<file path="src/rtl/oh_bufarb.sv">
// One-entry output buffer shared by N requesters through an arbiter.
// Define OH_BUFARB_RR_EN for round-robin; default is fixed priority.
module oh_bufarb #(
  parameter int N  = 4,
  parameter int DW = 32
) (
  input  logic            clk,
  input  logic            reset,
  input  logic [N-1:0]    in_valid,
  input  logic [N*DW-1:0] in_data,
  output logic [N-1:0]    in_ready,
  output logic            out_valid,
  output logic [DW-1:0]   out_data,
  output logic [N-1:0]    out_grant,
  input  logic            out_ready
);

  localparam int PW = (N > 1) ? $clog2(N) : 1;

  logic          valid_q, valid_d;
  logic [DW-1:0] data_q, data_d;
  logic [N-1:0]  grant_q, grant_d;

  logic          open_w;
  logic          found_w;
  logic          xfer_w;
  logic [N-1:0]  gnt_w;
  logic [PW-1:0] widx_w;

  assign open_w = ~valid_q | out_ready;

`ifdef OH_BUFARB_RR_EN
  logic [PW-1:0] ptr_q, ptr_d;

  // Round-robin search: start at ptr, ascend, wrap N-1 -> 0.
  always_comb begin
    int idx;
    idx     = 0;
    gnt_w   = '0;
    widx_w  = '0;
    found_w = 1'b0;
    for (int k = 0; k < N; k++) begin
      idx = int'(ptr_q) + k;
      if (idx >= N) idx = idx - N;
      if (!found_w && in_valid[idx]) begin
        found_w     = 1'b1;
        gnt_w[idx]  = 1'b1;
        widx_w      = PW'(idx);
      end
    end
  end

  // Pointer moves past the winner only when a word is accepted.
  always_comb begin
    ptr_d = ptr_q;
    if (xfer_w) begin
      if (int'(widx_w) == N - 1) ptr_d = '0;
      else                       ptr_d = widx_w + PW'(1);
    end
  end

  // Round-robin pointer register.
  always_ff @(posedge clk or posedge reset) begin
    if (reset) ptr_q <= '0;
    else       ptr_q <= ptr_d;
  end
`else
  // Fixed priority: lowest asserted index wins.
  always_comb begin
    gnt_w   = '0;
    widx_w  = '0;
    found_w = 1'b0;
    for (int k = 0; k < N; k++) begin
      if (!found_w && in_valid[k]) begin
        found_w   = 1'b1;
        gnt_w[k]  = 1'b1;
        widx_w    = PW'(k);
      end
    end
  end
`endif

  // Accept strobe is purely control; held low throughout reset.
  assign xfer_w   = open_w & found_w & ~reset;
  assign in_ready = xfer_w ? gnt_w : '0;

  // Next state of the output slot: load, drain or hold.
  always_comb begin
    valid_d = valid_q;
    data_d  = data_q;
    grant_d = grant_q;
    if (open_w) valid_d = xfer_w;
    if (xfer_w) begin
      data_d  = in_data[int'(widx_w)*DW +: DW];
      grant_d = gnt_w;
    end
  end

  // Output slot registers.
  always_ff @(posedge clk or posedge reset) begin
    if (reset) begin
      valid_q <= 1'b0;
      data_q  <= '0;
      grant_q <= '0;
    end else begin
      valid_q <= valid_d;
      data_q  <= data_d;
      grant_q <= grant_d;
    end
  end

  assign out_valid = valid_q;
  assign out_data  = data_q;
  assign out_grant = grant_q;

endmodule

</file>
<file path="config.mk">
export PLATFORM = sky130hd
export DESIGN_NAME = oh_bufarb
export DESIGN_NICKNAME = d
export VERILOG_FILES = /design/src/rtl/oh_bufarb.sv
export SDC_FILE = /design/constraint.sdc
export NUM_CORES = 1
export LEC_CHECK = 0
export ABC_AREA = 0
export CAP_MARGIN = 20
export CORE_MARGIN = 8
export CORE_UTILIZATION = 34
export CTS_CLUSTER_SIZE = 40
export DETAILED_ROUTE_END_ITERATION = 8
export PLACE_DENSITY = 0.88
export SETUP_SLACK_MARGIN = 0.4
export SYNTH_ARGS = -nofsm -noshare
export SYNTH_HDL_FRONTEND = slang
export SYNTH_SLANG_ARGS = --single-unit
</file>
<file path="constraint.sdc">
create_clock -name clk -period 1.83 [get_ports clk]
set_input_delay 0.366 -clock clk [delete_from_list [all_inputs] [get_ports clk]]
set_output_delay 0.366 -clock clk [all_outputs]
set_load 0.1 [all_outputs]
</file>
Word-level counts from Yosys, hierarchy flattened
Cells that the tools add are included.
Storage, ports and cells
  flip-flop bits (word level): 37
  input bits: 135
  output and inout port bits: 41
  logic and storage cells: 26
Operators by class
  shifts and indexed selects: 1
  multiplexer cells: 11
  bitwise logic cells: 5
  reductions and logical operators: 6
Operators by type and width (count)
  128-bit by 8-bit variable part select with 32-bit output: 1
  1-bit 2-to-1 mux: 8
  2-bit 2-to-1 mux: 2
  4-bit 2-to-1 mux: 1
  1-bit logical AND: 3
  1-bit logical NOT: 3
  1-bit AND: 2
  1-bit NOT: 2
  1-bit OR: 1

Logic depth before layout (Yosys ltp)
Gate-level depths: netlist of run 1.
  depth in word-level cells: 13
  depth in mapped cells: 7
  gate-level depth less buffers: 4

Worst setup path after synthesis of run 1
Ideal clock, no wire load.
  path kind: reg2out
  start point: reg valid_q (netlist: out_valid)
  end point: out in_ready[1]
  arrival: 2160 ps
  required time: 1464 ps
  path slack: -696 ps
  stages on the path, launching flop included: 5
  buffers on the path: 1
  cell sequence: dfrtp_1 nand2b_1 nor3b_2 buf_6 and2_1
On the way
  word-level cells in the longest chain between the ends: 5
Ends and longest elaborated chain
  start, declared: line 20  | logic valid_q, valid_d;
  start signal, assigned: line 106  | valid_q <= valid_d;
  1-bit NOT: line 30  | assign open_w = ~valid_q | out_ready;
  1-bit OR: line 30
  1-bit AND (2 in series): line 84  | assign xfer_w = open_w & found_w & ~reset;
  4-bit 2-to-1 mux: line 85  | assign in_ready = xfer_w ? gnt_w : '0;
  end, declared: line 11  | output logic [N-1:0] in_ready,
Every way passes these cells.

Final worst setup path of run 1
  start point: reg valid_q (netlist: out_valid)
  end point: out in_ready[3]
The elaborated chain is that of the path after synthesis.

==> impl_metrics.toml, run 1 <==
[routing]
ant_nets = 0
drt_pass1_iterations = 4
vias = 3280
drc = 0
wl_per_cell_um = 23.2
drt_iter0_drc = 117
wl_mm = 13.4
post_drt_via_cell_ratio = 5.67

[global_routing]
grt_pass1_wl_mm = 20.3
grt_use_total = 0.226
antenna_found_initial = 0
grt_pass1_vias = 3646
grt-ovfl-total = 0
grt_max_degree = 63

[worst_setup_path]
cp_data_required_time_ps = 1460
crit_arrival_ps = 1570
endpoint_kind = "output port"
r2r_slack_ps = 90
path_max_fanout = 4
start_kind = "flip-flop"
criticalPathCategory = "flip-flop to output port"

[timing]
relSlewSlack = 0.619
rsz0062_at_grt = "true"
worst_slew_pin_slew_ps = 572
slew_viol_final = 0
fin_ws_ps = -111
period_share = 1.06
fmax_ghz = 0.515
setup-violations-final = 3
fin_crit_ps = 1940
hold_viol = 0
hold_slack_ps = 505
finClkSkew_ps = 5.24

[synth]
synth_area_um2 = 2750
synthesis.nets = 417
synth-seq-cells = 37
synthCells = 282
synth_cell_types = 26
yosysSeqAreaShare = 0.337
async_reset_ff_frac = 1.00
ys.flop_type = "dfrtp_1"
synth_top_area_share = 0.337
synth_top_area_cell = "dfrtp_1"
synthTopCellsByArea = "dfrtp_1 34%, nor2b_1 14%, mux2i_1 11%, a221oi_1 9.9%, o221ai_1 9.9%"
syn-mean-instance-area_um2 = 9.74
synth-edff-count = 0
yosysWarnings = 0

[placed_design]
placedInstanceArea_um2 = 5200
hpwlAfterDp_mm = 8.94
port_buffers = 175
gp_congestion = 0.774

[layout]
num_antenna_cells = 0
layout-drive-gt1-share = 0.294
nets = 610
fin_area_um2 = 5950
area_delta_synth_final_pct = 117

[floorplan]
die_area_um2 = 11200
ioPinCount = 176
core_um2 = 7770
die_h_um = 106
die_w_um = 106
placement_rows = 32
start_util = 0.354

[power_and_ir_drop]
p_leak_nw = 2.31
ir_drop_mv = 0.350
power-per-cell-area_nw_per_um2 = 749

[status]
violations = "negative setup slack"
status = "finished with violations"

[clock_tree]
path_clk_slew_ps = 80
clock-sinks = 37
cts_tree = "done"
clockBufferDepth = 2
cts-root-buf = "clkbuf_8"
cts_max_level = 2
numCtsBuffers = 5
clock_latency_ps = 280

[flow_run]
drv_cap = 0

[hold_path]
hold_class = "input port to asynchronous set/reset pin"
[kinds of logic (layout without fill, tap and decap cells)]
kind of cell | count (synthesis) | after routing | synth area share
flip-flops | 37 | 37 | 0.337
AO/OA/AOI/OAI | 102 | 102 | 0.305
buffers and inverters | 34 | 228 | 0.0628
multiplexers | 31 | 31 | 0.113
AND/OR/NAND/NOR | 78 | 78 | 0.182
[synth_stat cells (2+ instances only)]
cell type and instances:
nor2b_1 63, dfrtp_1 37, a221oi_1 31, mux2i_1 31
o21a_1 31, o221ai_1 31, buf_2 15, clkbuf_1 14
a21o_1 4, buf_6 3, nand2_1 3, nor2_1 3
and3_1 2, o21ai_0 2
[path summary, 6_finish.rpt]
| check | startpoint | to | cells after the start |
|---|---|---|---|
| worst max-delay path | out_valid | in_ready[3] | 4 |
| worst min-delay path | reset | out_data[24] | 3 |
| worst max register to register | out_valid | out_data[14] | 9 |
| worst min register to register | out_data[15] | out_data[15] | 1 |
| max in group asynchronous | reset | out_valid | 3 |
| min in group clk | out_data[15] | out_data[15] | 1 |
[cell type report]
type	count	area (um2)
inverter	1	7.51
fill	496	1820
clock inverter	1	5.00
timing repair buffer	219	2830
multi-input combinational	211	1950
clock buffer	7	96.3
tap	102	128
sequential	37	930
[where the power goes]
part,switching (mW),internal [mW]
clock network,0.310,0.341
registers,0.157,0.949
logic,1.53,1.18
total,1.99,2.47
[metal layers]
metal | up-vias | GRT usage | routed length (um)
li1 | 1484 | - | -
met1 | 1636 | 0.245 | 4990
met2 | 136 | 0.426 | 7190
met3 | 24 | 0.0519 | 877
met4 | 0 | 0.0663 | 372
met5 | - | 0 | 0
[flip-flops by register name, summed over array words and instances (netlist names)]
signal,cells
out_valid,1
out_data,32
out_grant,4
[critical path: stages (launching register included)]
cell and delay [ps]:
dfrtp_4 490, nand2b_4 80, nor3b_4 240, and4b_4 300
buf_12 180
[per-stage QoR]
step	util	TNS, ps	power (mW)	instances	worst slack [ps]
after floorplan	-	0	2.46	282	2.51
after global placement	0.670	-7890	3.51	545	-290
after detailed placement	0.670	-10460	3.56	545	-388
after CTS	0.743	-250	4.39	572	-135
after global routing	0.766	-362	4.61	578	-172
final	0.766	-180	4.46	578	-111
[cell usage in the layout (no fill, tap or decap), drive strengths merged, types with 3 or more instances in the layout]
master,count
a21o,4
nand2,3
a221oi,31
nor2,3
clkbuf,10
o21a,31
dfrtp,37
o221ai,31
buf,86
clkdlybuf4s50,128
mux2i,31
nor2b,64
[what timing repair did]
action / 4_1_cts / 5_1_grt
hold buffers: 0 / 0
setup endpoints to repair: 39 / 37
gates cloned: 8 / 2
setup buffers: 11 / 4
pin swaps: 8 / 4
resized for setup: 42 / 14
Note: power is estimated with default switching activity, not from simulation.
==> run 2, diff against run 1 <==
Settings changed: CTS_CLUSTER_SIZE 40 to unset.
==> results of run 2 <==
No change in the layout: final DEF, timing and power equal those of run 1.
